$ cat config.mk
export PLATFORM = sky130hd
export DESIGN_NAME = mem_host_loader
export DESIGN_NICKNAME = d
export VERILOG_FILES = /design/src/rtl/loader_pkg.sv /design/src/rtl/loader_frame_collect.sv /design/src/rtl/mem_host_loader.sv
export SDC_FILE = /design/constraint.sdc
export NUM_CORES = 1
export LEC_CHECK = 0
export ABC_AREA = 1
export CAP_MARGIN = 20
export CORE_ASPECT_RATIO = 1.1
export CORE_UTILIZATION = 55
export DETAILED_ROUTE_END_ITERATION = 10
export PLACE_DENSITY = 0.88
export SYNTH_ARGS = -nofsm -noshare
export SYNTH_HDL_FRONTEND = slang
export SYNTH_SLANG_ARGS = --single-unit
export TNS_END_PERCENT = 1
$ cat constraint.sdc
create_clock -name clock -period 5.1 [get_ports clock]
set_clock_uncertainty 0.2 [all_clocks]
set_input_delay 1.275 -clock clock [delete_from_list [all_inputs] [get_ports clock]]
set_output_delay 1.275 -clock clock [all_outputs]
set_load 0.005 [all_outputs]
$ cat src/rtl/loader_pkg.sv
// Shared command codes, FSM state encoding, frame field selectors and default
// response bytes for mem_host_loader.
package loader_pkg;

   localparam logic [7:0] CMD_WR_IRAM = 8'h01;
   localparam logic [7:0] CMD_WR_DRAM = 8'h02;
   localparam logic [7:0] CMD_RD_DRAM = 8'h03;
   localparam logic [7:0] CMD_RUN     = 8'h04;
   localparam logic [7:0] CMD_STOP    = 8'h05;
   localparam logic [7:0] CMD_CSUM    = 8'h06;

   localparam logic [7:0] ACK_DEFAULT = 8'hA5;
   localparam logic [7:0] ERR_DEFAULT = 8'hEE;

   localparam logic [1:0] FLD_A1 = 2'd0;
   localparam logic [1:0] FLD_A0 = 2'd1;
   localparam logic [1:0] FLD_D1 = 2'd2;
   localparam logic [1:0] FLD_D0 = 2'd3;

   typedef enum logic [3:0] {
      IDLE, GET_A1, GET_A0, GET_D1, GET_D0,
      WR_HOLD, WR_REL, RD_HOLD, RD_WAIT,
      TX_HI, TX_LO, TX_ONE
   } loader_state_t;

endpackage

$ cat src/rtl/loader_frame_collect.sv
// Assembles the address and data fields of a command frame from the byte stream;
// exposes the post-shift values so the FSM can drive them on the completing byte.
module loader_frame_collect
   import loader_pkg::*;
#(
   parameter int ADDR_W = 9,
   parameter int DATA_W = 16
) (
   input  logic              clock,
   input  logic              reset_n,
   input  logic              take,
   input  logic [1:0]        field,
   input  logic              last,
   input  logic [7:0]        rx_byte,
   output logic [ADDR_W-1:0] addr_next,
   output logic [DATA_W-1:0] data_next,
   output logic [ADDR_W-1:0] addr,
   output logic              complete
);

   logic [ADDR_W-1:0] addr_reg;
   logic [DATA_W-1:0] data_reg;

   // A1 only contributes the address bits above bit 7; the rest of that byte is ignored
   always_comb begin
      addr_next = addr_reg;
      data_next = data_reg;
      case (field)
         FLD_A1:  addr_next = {rx_byte[ADDR_W-9:0], addr_reg[7:0]};
         FLD_A0:  addr_next = {addr_reg[ADDR_W-1:8], rx_byte};
         FLD_D1:  data_next = {rx_byte, data_reg[7:0]};
         default: data_next = {data_reg[DATA_W-1:8], rx_byte};
      endcase
   end

   always_ff @(posedge clock or negedge reset_n) begin
      if (!reset_n) begin
         addr_reg <= '0;
         data_reg <= '0;
      end else if (take) begin
         addr_reg <= addr_next;
         data_reg <= data_next;
      end
   end

   assign addr     = addr_reg;
   assign complete = take & last;

endmodule

$ cat src/rtl/mem_host_loader.sv
// Byte-stream host loader driving the core's external IRAM/DRAM access strobes.
// Optional LOADER_CHECKSUM_EN adds an XOR checksum of written words (command 0x06).
module mem_host_loader
   import loader_pkg::*;
#(
   parameter int         ADDR_W      = 9,
   parameter int         DATA_W      = 16,
   parameter int         HOLD_CYCLES = 3,
   parameter int         READ_LAT    = 2,
   parameter logic [7:0] ACK_BYTE    = ACK_DEFAULT,
   parameter logic [7:0] ERR_BYTE    = ERR_DEFAULT
) (
   input  logic              clock,
   input  logic              reset_n,
   input  logic [7:0]        rx_data,
   input  logic              rx_valid,
   output logic              rx_ready,
   output logic [7:0]        tx_data,
   output logic              tx_valid,
   input  logic              tx_ready,
   output logic              start,
   output logic              start_2,
   output logic              start_3,
   output logic              start_4,
   output logic [ADDR_W-1:0] addr_ext,
   output logic              iram_write_ext,
   output logic [DATA_W-1:0] Data_in_ins,
   output logic              dram_write_ext,
   output logic [DATA_W-1:0] Data_in_dram,
   output logic              read_en_ext,
   input  logic [DATA_W-1:0] dram_in
);

   localparam logic [7:0] HOLD_LAST = 8'(HOLD_CYCLES - 1);
   localparam logic [7:0] LAT_LAST  = 8'(READ_LAT - 1);

   loader_state_t     state;
   logic [7:0]        cmd_reg;
   logic [7:0]        cnt;
   logic [7:0]        rd_lo;
   logic              running;
   logic              rx_fire;
   logic              tx_fire;
   logic              take;
   logic              last;
   logic              complete;
   logic [1:0]        field;
   logic [ADDR_W-1:0] addr_next;
   logic [ADDR_W-1:0] frame_addr;
   logic [DATA_W-1:0] data_next;
`ifdef LOADER_CHECKSUM_EN
   logic [DATA_W-1:0] csum;
`endif

   assign rx_fire = rx_valid & rx_ready;
   assign tx_fire = tx_valid & tx_ready;
   assign take    = rx_fire & (state != IDLE);
   assign start   = running;

   always_comb begin
      field = FLD_A1;
      last  = 1'b0;
      case (state)
         GET_A0: begin field = FLD_A0; last = (cmd_reg == CMD_RD_DRAM); end
         GET_D1: field = FLD_D1;
         GET_D0: begin field = FLD_D0; last = 1'b1; end
         default: ;
      endcase
   end

   loader_frame_collect #(.ADDR_W(ADDR_W), .DATA_W(DATA_W)) u_collect (
      .clock     (clock),
      .reset_n   (reset_n),
      .take      (take),
      .field     (field),
      .last      (last),
      .rx_byte   (rx_data),
      .addr_next (addr_next),
      .data_next (data_next),
      .addr      (frame_addr),
      .complete  (complete)
   );

   always_ff @(posedge clock or negedge reset_n) begin
      if (!reset_n) begin
         state          <= IDLE;
         cmd_reg        <= '0;
         cnt            <= '0;
         rd_lo          <= '0;
         running        <= 1'b0;
         rx_ready       <= 1'b1;
         tx_valid       <= 1'b0;
         tx_data        <= '0;
         start_2        <= 1'b0;
         start_3        <= 1'b0;
         start_4        <= 1'b0;
         addr_ext       <= '0;
         iram_write_ext <= 1'b0;
         Data_in_ins    <= '0;
         dram_write_ext <= 1'b0;
         Data_in_dram   <= '0;
         read_en_ext    <= 1'b0;
`ifdef LOADER_CHECKSUM_EN
         csum           <= '0;
`endif
      end else begin
         case (state)
            IDLE: if (rx_fire) begin
               cmd_reg  <= rx_data;
               // default is a one-byte reply; commands below override the byte or the path
               state    <= TX_ONE;
               rx_ready <= 1'b0;
               tx_valid <= 1'b1;
               tx_data  <= ERR_BYTE;
               case (rx_data)
                  CMD_WR_IRAM, CMD_WR_DRAM, CMD_RD_DRAM:
                     if (!running) begin
                        state    <= GET_A1;
                        rx_ready <= 1'b1;
                        tx_valid <= 1'b0;
                     end
                  CMD_RUN:  begin running <= 1'b1; tx_data <= ACK_BYTE; end
                  CMD_STOP: begin running <= 1'b0; tx_data <= ACK_BYTE; end
`ifdef LOADER_CHECKSUM_EN
                  CMD_CSUM: begin
                     rd_lo   <= csum[7:0];
                     tx_data <= csum[DATA_W-1 -: 8];
                     state   <= TX_HI;
                  end
`endif
                  default: ;
               endcase
            end
            GET_A1: if (rx_fire) state <= GET_A0;
            GET_A0: if (complete) begin
               state       <= RD_HOLD;
               rx_ready    <= 1'b0;
               cnt         <= '0;
               addr_ext    <= addr_next;
               start_4     <= 1'b1;
               read_en_ext <= 1'b1;
            end else if (rx_fire) begin
               state <= GET_D1;
            end
            GET_D1: if (rx_fire) state <= GET_D0;
            GET_D0: if (complete) begin
               state    <= WR_HOLD;
               rx_ready <= 1'b0;
               cnt      <= '0;
               addr_ext <= frame_addr;
               if (cmd_reg == CMD_WR_IRAM) begin
                  start_2        <= 1'b1;
                  iram_write_ext <= 1'b1;
                  Data_in_ins    <= data_next;
               end else begin
                  start_3        <= 1'b1;
                  dram_write_ext <= 1'b1;
                  Data_in_dram   <= data_next;
               end
            end
            WR_HOLD: begin
               cnt <= cnt + 8'd1;
               if (cnt == HOLD_LAST) begin
                  state          <= WR_REL;
                  start_2        <= 1'b0;
                  start_3        <= 1'b0;
                  iram_write_ext <= 1'b0;
                  dram_write_ext <= 1'b0;
`ifdef LOADER_CHECKSUM_EN
                  csum           <= csum ^ (start_2 ? Data_in_ins : Data_in_dram);
`endif
               end
            end
            WR_REL: begin
               state        <= TX_ONE;
               addr_ext     <= '0;
               Data_in_ins  <= '0;
               Data_in_dram <= '0;
               tx_valid     <= 1'b1;
               tx_data      <= ACK_BYTE;
            end
            RD_HOLD: begin
               cnt <= cnt + 8'd1;
               if (cnt == HOLD_LAST) begin
                  state       <= RD_WAIT;
                  cnt         <= '0;
                  start_4     <= 1'b0;
                  read_en_ext <= 1'b0;
               end
            end
            RD_WAIT: begin
               cnt <= cnt + 8'd1;
               if (cnt == LAT_LAST) begin
                  state    <= TX_HI;
                  addr_ext <= '0;
                  rd_lo    <= dram_in[7:0];
                  tx_data  <= dram_in[DATA_W-1 -: 8];
                  tx_valid <= 1'b1;
               end
            end
            TX_HI: if (tx_fire) begin
               tx_data <= rd_lo;
               state   <= TX_LO;
            end
            TX_LO, TX_ONE: if (tx_fire) begin
               tx_valid <= 1'b0;
               rx_ready <= 1'b1;
               state    <= IDLE;
            end
            default: state <= IDLE;
         endcase
      end
   end

endmodule
==> flow_metrics.py, run 1 <==
metrics = {
    "run_status": {
        "outcome": "finished clean",
    },
    "clock_network": {
        "clockBufferDepth": 2,
        "hold_buffers": 0,
        "numCtsBuffers": 9,
        "clk_pin_slew_ns": 0.11,
        "cts_max_level": 3,
        "cts_num_sinks": 108,
        "cts_tree": "yes",
        "cts_setup_buffers": 0,
        "post_cts_resized": 0,
        "root_buffer": "clkbuf_8",
        "clk_latency_ns": 0.38,
    },
    "hold_path": {
        "worstHoldEndpoint": "Data_in_ins[12]",
        "hold_start": "Data_in_ins[12]",
        "hold_path_class": "flip-flop to flip-flop",
        "whs_path_depth": 2,
    },
    "floorplanning": {
        "io_pins": 86,
        "die_x_um": 96.86,
        "rows": 37,
        "start_util_pct": 57.36,
        "die_y_um": 106.3,
        "core_area_sq_um": 9490,
        "die_area_sq_um": 10300,
    },
    "power_and_ir_drop": {
        "peakVddDrop_v": 0.0001226,
        "p_per_area_nw_per_um2": 217.4,
        "leakage_nw": 3.261,
    },
    "synthesis": {
        "ys_seq_area_share_pct": 49.67,
        "syn_avg_cell_area_sq_um": 7.646,
        "yosysUniqueCellTypes": 34,
        "syn_area_sq_um": 5444,
        "yosys_register_bits": 108,
        "syn_nets": 743,
        "ys_warn_count": 0,
        "netlist_instances": 712,
    },
    "setup_path": {
        "critPathBufInv": 2,
        "crit_top_cell": "nand2_1",
        "start_kind": "input port",
        "critical_path_required_ns": 5.18,
        "endpoint_kind": "flip-flop",
        "slowest_stage": "nor2_1",
        "path_cells": "clkdlybuf4s50_1, nand2_1, nand4_1, inv_1, nor2_1, nand2_2, nand2_1, nand2_1",
        "crit_start": "rx_valid",
        "reg2reg_to": "Data_in_ins[5]",
        "r2r_cells": 7,
        "crit_arrival_ns": 3.31,
        "worstPathMaxFanout": 16,
        "rrSetupSlack_ns": 2.34,
        "criticalPathCategory": "input port to flip-flop",
        "critPathTopFamily": "simple AND/OR/NAND/NOR gates",
        "slowest_delay_ns": 0.59,
        "r2r_start": "state[1]",
    },
    "detailed_routing": {
        "antenna_left": 0,
        "viasPerCell": 5.400,
        "drc": 0,
        "drt_iter0_markers": 428,
        "routedWlPerCell_um": 14.47,
        "vias": 4909,
        "first_pass_iters": 6,
        "wl_um": 13150,
    },
    "finish": {
        "final_cell_area_sq_um": 6504,
        "drive_gt1_share_pct": 7.449,
        "fin_util_pct": 68.53,
        "antenna_cells": 0,
        "fin_nets": 818,
        "area_growth_pct": 19.47,
        "fin_cells": 909,
    },
    "placement": {
        "dp_hpwl_um": 9794,
        "dp.cells": 893,
        "routabilityCongestion": 0.8998,
        "numPortBuffers": 85,
        "dpl-instance-area_sq_um": 6320,
    },
    "global_routing": {
        "grt.total_usage_pct": 26.71,
        "grt_start_max_net_pins": 78,
        "antenna_found_initial": 0,
        "globalRouteOverflowTotal": 0,
        "grt_pass1_wl_um": 22250,
        "grt_pass1_vias": 4711,
    },
    "sta": {
        "period_share_pct": 63.43,
        "period_needed_ns": 3.235,
        "hold_violations": 0,
        "fin_hold_ws_ns": 0.2806,
        "slew_violations": 0,
        "slew_headroom_pct": 33.15,
        "setup_viol": 0,
        "achievable-frequency_ghz": 0.3091,
        "tns_ns": 0,
        "rsz0062_at_grt": "false",
        "worst_pin_slew_ns": 0.9999,
    },
    "flow_run": {
        "maxCapViolations": 0,
    },
}
[routing by layer]
metal  global-route usage [%]  routed length [um]  part of all wire (%)  vias up
li1                         -                   -                     -     2377
met1                    32.62                5368                    41     2314
met2                    48.99                6806                    52      195
met3                    3.550                 737                   5.6       23
met4                    8.209                 238                   1.8        0
met5                        0                   0                     0        -
[synthesized netlist by cell type (all sizes together)]
cell / count / share of area [%]
o21a: 1 / 0.14
nor3: 3 / 0.37
clkbuf: 4 / 0.28
dfstp: 1 / 0.48
xnor2: 2 / 0.32
nand4: 5 / 0.57
buf: 18 / 2.0
nand2: 300 / 21
a31oi: 1 / 0.11
nand3b: 9 / 1.2
a21oi: 9 / 0.90
nor2: 53 / 4.8
mux2: 8 / 1.7
o21ai: 89 / 8.3
a22o: 1 / 0.16
xor2: 1 / 0.16
a21boi: 1 / 0.14
nand3: 19 / 1.8
o211ai: 2 / 0.28
ha: 3 / 0.69
inv: 75 / 5.2
dfrtp: 107 / 49
[cells by family (layout without fill, tap and decap cells)]
family / Yosys count / after routing / synth area share, %
XOR/XNOR: 3 / 3 / 0.4827
buffers and inverters: 97 / 177 / 7.492
adder cells (fa/ha/maj): 3 / 3 / 0.6896
multiplexers: 8 / 8 / 1.655
AND/OR/NAND/NOR: 389 / 389 / 29.97
flip-flops: 108 / 108 / 49.67
AO/OA/AOI/OAI: 104 / 104 / 10.04
[cell usage in the layout (no fill, tap or decap), types with 9 or more instances in the layout]
master and instances:
nand2_1 290, dfrtp_1 107, clkdlybuf4s50_1 84, inv_1 70
o21ai_0 67, nor2_1 40, o21ai_1 20, nand3_1 18
nand2_2 10, nand3b_1 9, clkbuf_8 9
[stage by stage]
step | power [W] | setup slack, ns
3_5_place_dp | 0.0009289 | 1.474
2_1_floorplan | 0.0008849 | 2.710
5_1_grt | 0.001459 | 1.653
3_3_place_gp | 0.0009274 | 1.566
6_report | 0.001414 | 1.865
4_1_cts | 0.001418 | 1.884
[worst max path at each step]
| stage | endpoint | slack, ns | cells past startpoint |
|---|---|---|---|
| 5_1_grt | Data_in_ins[5] | 1.65 | 8 |
| 3_5_place_dp | Data_in_ins[10] | 1.47 | 8 |
| 2_1_floorplan | Data_in_ins[6] | 2.71 | 8 |
| 3_3_place_gp | Data_in_ins[1] | 1.57 | 8 |
| 4_1_cts | Data_in_ins[5] | 1.88 | 8 |
| 6_report | Data_in_ins[5] | 1.87 | 8 |
[final cells by class]
type | count | area, sq um
fillers | 743 | 2987
flip-flops and latches | 108 | 2704
multi-input cells | 507 | 2332
repair buffers | 86 | 855.8
inverters | 75 | 281.5
well taps | 117 | 146.4
clock buffers | 10 | 127.6
clock inverters | 6 | 56.30
[worst reg2reg max path, delay by kind of cell (launching register included)]
| kind | cells | cell delay, ns |
|---|---|---|
| DFF | 1 | 0.60 |
| and+or+nand+nor | 7 | 1.88 |
[power by group]
part	internal [W]	switching, W	total, W	leakage (nW)
Sequential	0.000859	0.00000165	0.000861	1.31
Clock	0.000188	0.000315	0.000503	0.0944
Combinational	0.0000221	0.0000281	0.0000502	1.85
Power figures use the tool's default switching activity.
==> inputs of run 2 (changes only) <==
--- a/config.mk
+++ b/config.mk
@@ -8,9 +8,9 @@
 export ABC_AREA = 1
 export CAP_MARGIN = 20
 export CORE_ASPECT_RATIO = 1.1
-export CORE_UTILIZATION = 55
+export CORE_UTILIZATION = 54
 export DETAILED_ROUTE_END_ITERATION = 10
-export PLACE_DENSITY = 0.88
+export PLACE_DENSITY = 0.86
 export SYNTH_ARGS = -nofsm -noshare
 export SYNTH_HDL_FRONTEND = slang
 export SYNTH_SLANG_ARGS = --single-unit
==> constraint.sdc (replaced) <==
create_clock -name clock -period 3.1 [get_ports clock]
set_clock_uncertainty 0.2 [all_clocks]
set_input_delay 0.775 -clock clock [delete_from_list [all_inputs] [get_ports clock]]
set_output_delay 0.775 -clock clock [all_outputs]
set_load 0.005 [all_outputs]
==> run 2 against run 1 <==
  * The flow now finishes with violations (design-rule violations)
  * Worst hold slack lost 0.068 ns
  * Final area is 1.9% higher
  * Register-to-register slack lost 1.6 ns
  * Via count up 2.2%
  * Core utilization decreased by 1.2 points
  * Die area up 1.8%
  * Clock-buffer cell count unchanged
  * Global-route usage up 0.54 points
  * Setup slack worse by 1.2 ns
  * Sequential share of layout area fell by 0.78 points
  * Critical path type is now flip-flop to primary output
  * Critical endpoint is now rx_ready
  * Largest power group unchanged
==> flow_metrics.py, run 2 (synthesis gave the netlist of run 1 again) <==
metrics = {
    "setup_path": {
        "crit_arrival_ns": 1.45,
        "r2r_start": "state[1]",
        "path_cells": "clkdlybuf4s50_1",
        "rrSetupSlack_ns": 0.72,
        "worstPathMaxFanout": 3,
        "slowest_stage": "dfstp_2",
        "critPathTopFamily": "flip-flops",
        "critical_path_required_ns": 2.12,
        "slowest_delay_ns": 0.57,
        "criticalPathCategory": "flip-flop to primary output",
        "r2r_cells": 9,
        "critPathBufInv": 1,
        "endpoint_kind": "primary output",
        "reg2reg_to": "addr_ext[8]",
        "start_kind": "flip-flop",
    },
    "finish": {
        "fillers": 777,
        "mostFrequentLayoutCell": "nand2_1",
        "area_growth_pct": 21.74,
        "drive_gt1_share_pct": 8.271,
        "antenna_cells": 0,
        "fin_cells": 918,
        "layout_common_cells": "nand2_1, dfrtp_1, clkdlybuf4s50_1",
        "fin_nets": 824,
        "final_cell_area_sq_um": 6628,
    },
    "detailed_routing": {
        "viasPerCell": 5.464,
        "vias": 5016,
        "drc": 16,
        "wl_um": 13320,
        "antenna_left": 0,
        "routedWlPerCell_um": 14.51,
        "drt_iter0_markers": 457,
        "first_pass_iters": 9,
    },
    "global_routing": {
        "antenna_found_initial": 0,
        "grt.total_usage_pct": 27.25,
        "globalRouteOverflowTotal": 0,
        "grt_start_max_net_pins": 50,
        "grt_pass1_vias": 4935,
        "grt_pass1_wl_um": 22490,
    },
    "power_and_ir_drop": {
        "leakage_nw": 3.326,
        "p_per_area_nw_per_um2": 383.9,
        "peakVddDrop_v": 0.0002464,
    },
    "clock_network": {
        "cts_setup_buffers": 0,
        "hold_buffers": 0,
        "cts_max_level": 3,
        "cts_num_sinks": 108,
        "root_buffer": "clkbuf_8",
        "cts_tree": "yes",
        "clk_pin_slew_ns": 0.10,
        "clk_latency_ns": 0.39,
        "numCtsBuffers": 9,
        "clockBufferDepth": 2,
        "post_cts_resized": 0,
    },
    "sta": {
        "period_share_pct": 78.19,
        "slew_violations": 0,
        "rsz0062_at_grt": "false",
        "period_needed_ns": 2.424,
        "setup_viol": 0,
        "hold_violations": 0,
        "tns_ns": 0,
        "fin_hold_ws_ns": 0.2127,
        "achievable-frequency_ghz": 0.4126,
        "slew_headroom_pct": 52.47,
        "worst_pin_slew_ns": 0.7112,
    },
    "floorplanning": {
        "io_pins": 86,
        "die_y_um": 107.3,
        "die_x_um": 97.74,
        "core_area_sq_um": 9842,
        "die_area_sq_um": 10490,
        "rows": 38,
        "start_util_pct": 55.31,
    },
    "hold_path": {
        "hold_path_class": "input port to asynchronous set/reset pin",
    },
    "placement": {
        "dpl-instance-area_sq_um": 6381,
        "numPortBuffers": 85,
        "dp_hpwl_um": 9882,
        "routabilityCongestion": 0.8819,
        "dp.cells": 902,
    },
    "run_status": {
        "outcome": "complete, but fails checks",
        "violations": "design-rule violations",
    },
    "flow_run": {
        "maxCapViolations": 0,
    },
}
[run 2: cell types whose count changed in the layout (fill, tap and decap cells not counted), sizes merged]
cell	before	now
inv	78	76
clkinv	3	2
bufinv	0	3
buf	2	8
[run 2: area by class of cell]
type / count / area (sq um) / share of cell area [%]
Clock inverter: 6 / 108.9 / 1.642
Sequential cell: 108 / 2704 / 40.80
Timing Repair Buffer: 92 / 913.4 / 13.78
Tap cell: 120 / 150.1 / 2.265
Multi-Input combinational cell: 507 / 2332 / 35.19
Inverter: 75 / 281.5 / 4.248
Clock buffer: 10 / 137.6 / 2.077
[run 2: worst max-delay path by stage]
| stage | from | to | slack, ns | depth (start not counted) |
|---|---|---|---|---|
| after floorplan | rx_valid | Data_in_ins[6] | 1.21 | 8 |
| after global placement | rx_valid | state[1] | 0.58 | 8 |
| after detailed placement | rx_valid | state[0] | 0.57 | 8 |
| after CTS | rx_ready | rx_ready | 0.66 | 1 |
| after global routing | state[1] | addr_ext[2] | 0.46 | 9 |
| final | rx_ready | rx_ready | 0.68 | 1 |
[run 2: per-layer routing]
| layer | track usage (%) | share of wire (%) | wire, um | vias up |
|---|---|---|---|---|
| li1 | - | - | - | 2384 |
| met1 | 32.31 | 41 | 5467 | 2378 |
| met2 | 47.62 | 50 | 6596 | 209 |
| met3 | 3.766 | 5.4 | 722 | 45 |
| met4 | 16.02 | 4.0 | 533 | 0 |
| met5 | 0 | 0 | 0 | - |
[run 2: stage by stage]
step	total power, W	worst slack (ns)	util (%)
6_report	0.002545	0.6761	67.34
3_5_place_dp	0.001531	0.5702	64.84
2_1_floorplan	0.001456	1.210	-
3_3_place_gp	0.001528	0.5788	64.84
4_1_cts	0.002559	0.6645	67.34
5_1_grt	0.002609	0.4606	67.34
[run 2: power breakdown]
group	switching [W]	internal, W	leakage [nW]
registers	0.00000271	0.00141	1.31
clock network	0.000485	0.000559	0.127
logic	0.0000462	0.0000391	1.88
==> inputs of run 3 (changes only) <==
--- a/config.mk
+++ b/config.mk
@@ -8,9 +8,9 @@
 export ABC_AREA = 1
 export CAP_MARGIN = 20
 export CORE_ASPECT_RATIO = 1.1
-export CORE_UTILIZATION = 54
+export CORE_UTILIZATION = 49
 export DETAILED_ROUTE_END_ITERATION = 10
-export PLACE_DENSITY = 0.86
+export PLACE_DENSITY = 0.83
 export SYNTH_ARGS = -nofsm -noshare
 export SYNTH_HDL_FRONTEND = slang
 export SYNTH_SLANG_ARGS = --single-unit
==> constraint.sdc (replaced) <==
create_clock -name clock -period 2.1 [get_ports clock]
set_clock_uncertainty 0.2 [all_clocks]
set_input_delay 0.525 -clock clock [delete_from_list [all_inputs] [get_ports clock]]
set_output_delay 0.525 -clock clock [all_outputs]
set_load 0.005 [all_outputs]
==> run 3 against run 2 <==
  * The run now ends clean
  * Via count down 3.0%
  * Global-route usage down 3.3 points
  * Combinational power up 74%
  * Die area up 10%
  * Critical path type unchanged
  * Final cell count rose by 6.3%
  * Final area increased by 6.1%
  * First-iteration DRC count decreased by 40%
  * Register-to-register slack got worse by 0.54 ns
  * Flip-flop and latch count unchanged
  * Clock-buffer cell count is 1 lower
  * Power rose by 56%
  * Wire length fell by 3.6%
==> flow_metrics.py, run 3 (synthesis gave the netlist of run 1 again) <==
metrics = {
    "floorplanning": {
        "io_pins": 86,
        "rows": 40,
        "die_x_um": 102.5,
        "die_y_um": 112.6,
        "start_util_pct": 50.13,
        "core_area_sq_um": 10860,
        "die_area_sq_um": 11540,
    },
    "setup_path": {
        "path_cells": "clkdlybuf4s50_1",
        "slowest_delay_ns": 0.53,
        "critical_path_required_ns": 1.37,
        "slowest_stage": "clkdlybuf4s50_1",
        "critPathTopFamily": "buffers and inverters",
        "rrSetupSlack_ns": 0.18,
        "r2r_start": "state[1]",
        "reg2reg_to": "addr_ext[6]",
        "crit_arrival_ns": 1.31,
        "critPathBufInv": 1,
        "endpoint_kind": "primary output",
        "worstPathMaxFanout": 3,
        "criticalPathCategory": "flip-flop to primary output",
        "start_kind": "flip-flop",
        "r2r_cells": 9,
    },
    "sta": {
        "setup_viol": 0,
        "worst_pin_slew_ns": 0.3666,
        "setup_ws_ns": 0.06354,
        "rsz0062_at_grt": "false",
        "period_share_pct": 96.97,
        "achievable-frequency_ghz": 0.4910,
        "period_needed_ns": 2.036,
        "slew_headroom_pct": 75.56,
        "slew_violations": 0,
        "tns_ns": 0,
        "hold_violations": 0,
    },
    "detailed_routing": {
        "vias": 4867,
        "wl_um": 12840,
        "viasPerCell": 4.987,
        "wl_met2_um": 6296,
        "first_pass_iters": 4,
        "highest_layer": "met4",
        "drt_iter0_markers": 275,
        "wl_met3_um": 598,
        "routedWlPerCell_um": 13.16,
        "met1_length_um": 5573,
        "antenna_left": 0,
        "drc": 0,
    },
    "finish": {
        "mostFrequentLayoutCell": "nand2_1",
        "area_growth_pct": 29.14,
        "fin_nets": 855,
        "fin_cells": 976,
        "fillers": 913,
        "drive_gt1_share_pct": 12.18,
        "antenna_cells": 0,
        "final_cell_area_sq_um": 7030,
        "fin_util_pct": 64.74,
        "layout_common_cells": "nand2_1, dfrtp_1, clkdlybuf4s50_1",
    },
    "power_and_ir_drop": {
        "netSwitchingFraction_pct": 22.04,
        "p_per_area_nw_per_um2": 565.9,
        "pwr-share-seq_pct": 52.5,
        "peakVddDrop_v": 0.0003397,
        "pwr-share-clk_pct": 43.7,
        "p_switching_w": 0.0008769,
        "p_comb_share_pct": 3.7,
        "p_int_w": 0.003102,
        "leakage_nw": 3.521,
    },
    "clock_network": {
        "clk_pin_slew_ns": 0.08,
        "cts_max_level": 3,
        "clk_latency_ns": 0.35,
        "clockBufferDepth": 2,
        "cts_tree": "yes",
        "numCtsBuffers": 9,
        "root_buffer": "clkbuf_16",
        "cts_num_sinks": 108,
    },
    "placement": {
        "routabilityCongestion": 0.8988,
        "dp_hpwl_um": 9537,
        "pre_cts_ws_ns": -0.1773,
        "numPortBuffers": 85,
        "dp.cells": 957,
        "dpl-instance-area_sq_um": 6675,
    },
    "global_routing": {
        "grt_pass1_wl_um": 21490,
        "grt.total_usage_pct": 23.96,
        "grt_pass1_vias": 4647,
        "grt_start_max_net_pins": 37,
        "globalRouteOverflowTotal": 0,
        "antenna_found_initial": 0,
    },
    "hold_path": {
        "whs_path_depth": 2,
        "worstHoldEndpoint": "Data_in_ins[11]",
        "hold_path_class": "flip-flop to flip-flop",
        "hold_start": "Data_in_ins[11]",
    },
    "flow_run": {
        "maxCapViolations": 0,
    },
    "run_status": {
        "outcome": "finished clean",
    },
}
-- run 3: cell count changes in the layout (fill, tap and decap cells not counted), moves of 3 or more --
cell	delta
buf_4	+26
clkbuf_8	-10
clkbuf_16	+9
buf_12	+4
clkinv_4	+3
o21ai_0	-3
o21ai_1	+3
-- run 3: worst max path at each step --
| stage | startpoint | endpoint | slack, ns | cells past startpoint |
|---|---|---|---|---|
| global route | rx_valid | iram_write_ext | 0.0003 | 9 |
| floorplan | state[1] | addr_ext[0] | 0.36 | 10 |
| CTS | iram_write_ext | iram_write_ext | 0.07 | 1 |
| global placement | rx_valid | state[3] | -0.11 | 8 |
| detailed placement | rx_valid | Data_in_ins[1] | -0.18 | 8 |
| finish | iram_write_ext | iram_write_ext | 0.06 | 1 |
-- run 3: per-layer routing --
layer	vias to the layer above	GRT usage, %
li1	2462	-
met1	2244	30.93
met2	133	39.69
met3	28	3.487
met4	0	10.38
met5	-	0
-- run 3: power by group through the flow --
stage	sequential (W)	combinational (W)	clock [W]
2_1_floorplan	0.00213	0.0000190	0
3_3_place_gp	0.00213	0.000148	0
3_5_place_dp	0.00213	0.000150	0
4_1_cts	0.00209	0.000152	0.00176
5_1_grt	0.00209	0.000163	0.00185
6_report	0.00209	0.000148	0.00174
-- run 3: timing repair --
action                     CTS  global route
gates resized for setup      1            10
buffers inserted             0             2
setup endpoints to repair    1            15
hold endpoints to repair    22             0
hold buffers                 1             0
pin swaps                    0             1
-- run 3: cell type report --
class / count / area, sq um / area share, %
Tap cell: 147 / 183.9 / 2.616
Inverter: 75 / 281.5 / 4.004
Clock inverter: 7 / 83.83 / 1.192
Sequential cell: 108 / 2706 / 38.49
Clock buffer: 9 / 225.2 / 3.203
Timing Repair Buffer: 123 / 1197 / 17.03
Multi-Input combinational cell: 507 / 2352 / 33.46
-- run 3: per-stage QoR --
step | hold slack, ns | power, W
6_report | 0.2794 | 0.003979
5_1_grt | 0.2949 | 0.004102
4_1_cts | 0.2865 | 0.004001
3_5_place_dp | 0.2650 | 0.002281
3_3_place_gp | 0.2595 | 0.002278
2_1_floorplan | 0.02941 | 0.002149
-- run 3: worst reg2reg max path: stages, from the launching register on --
cell	delay, ns
dfrtp_1	0.43
nor2_4	0.18
buf_4	0.17
inv_2	0.05
nor2_4	0.20
nor2_4	0.12
a21oi_1	0.17
nand2_2	0.15
nand2_1	0.09
nand2_1	0.06
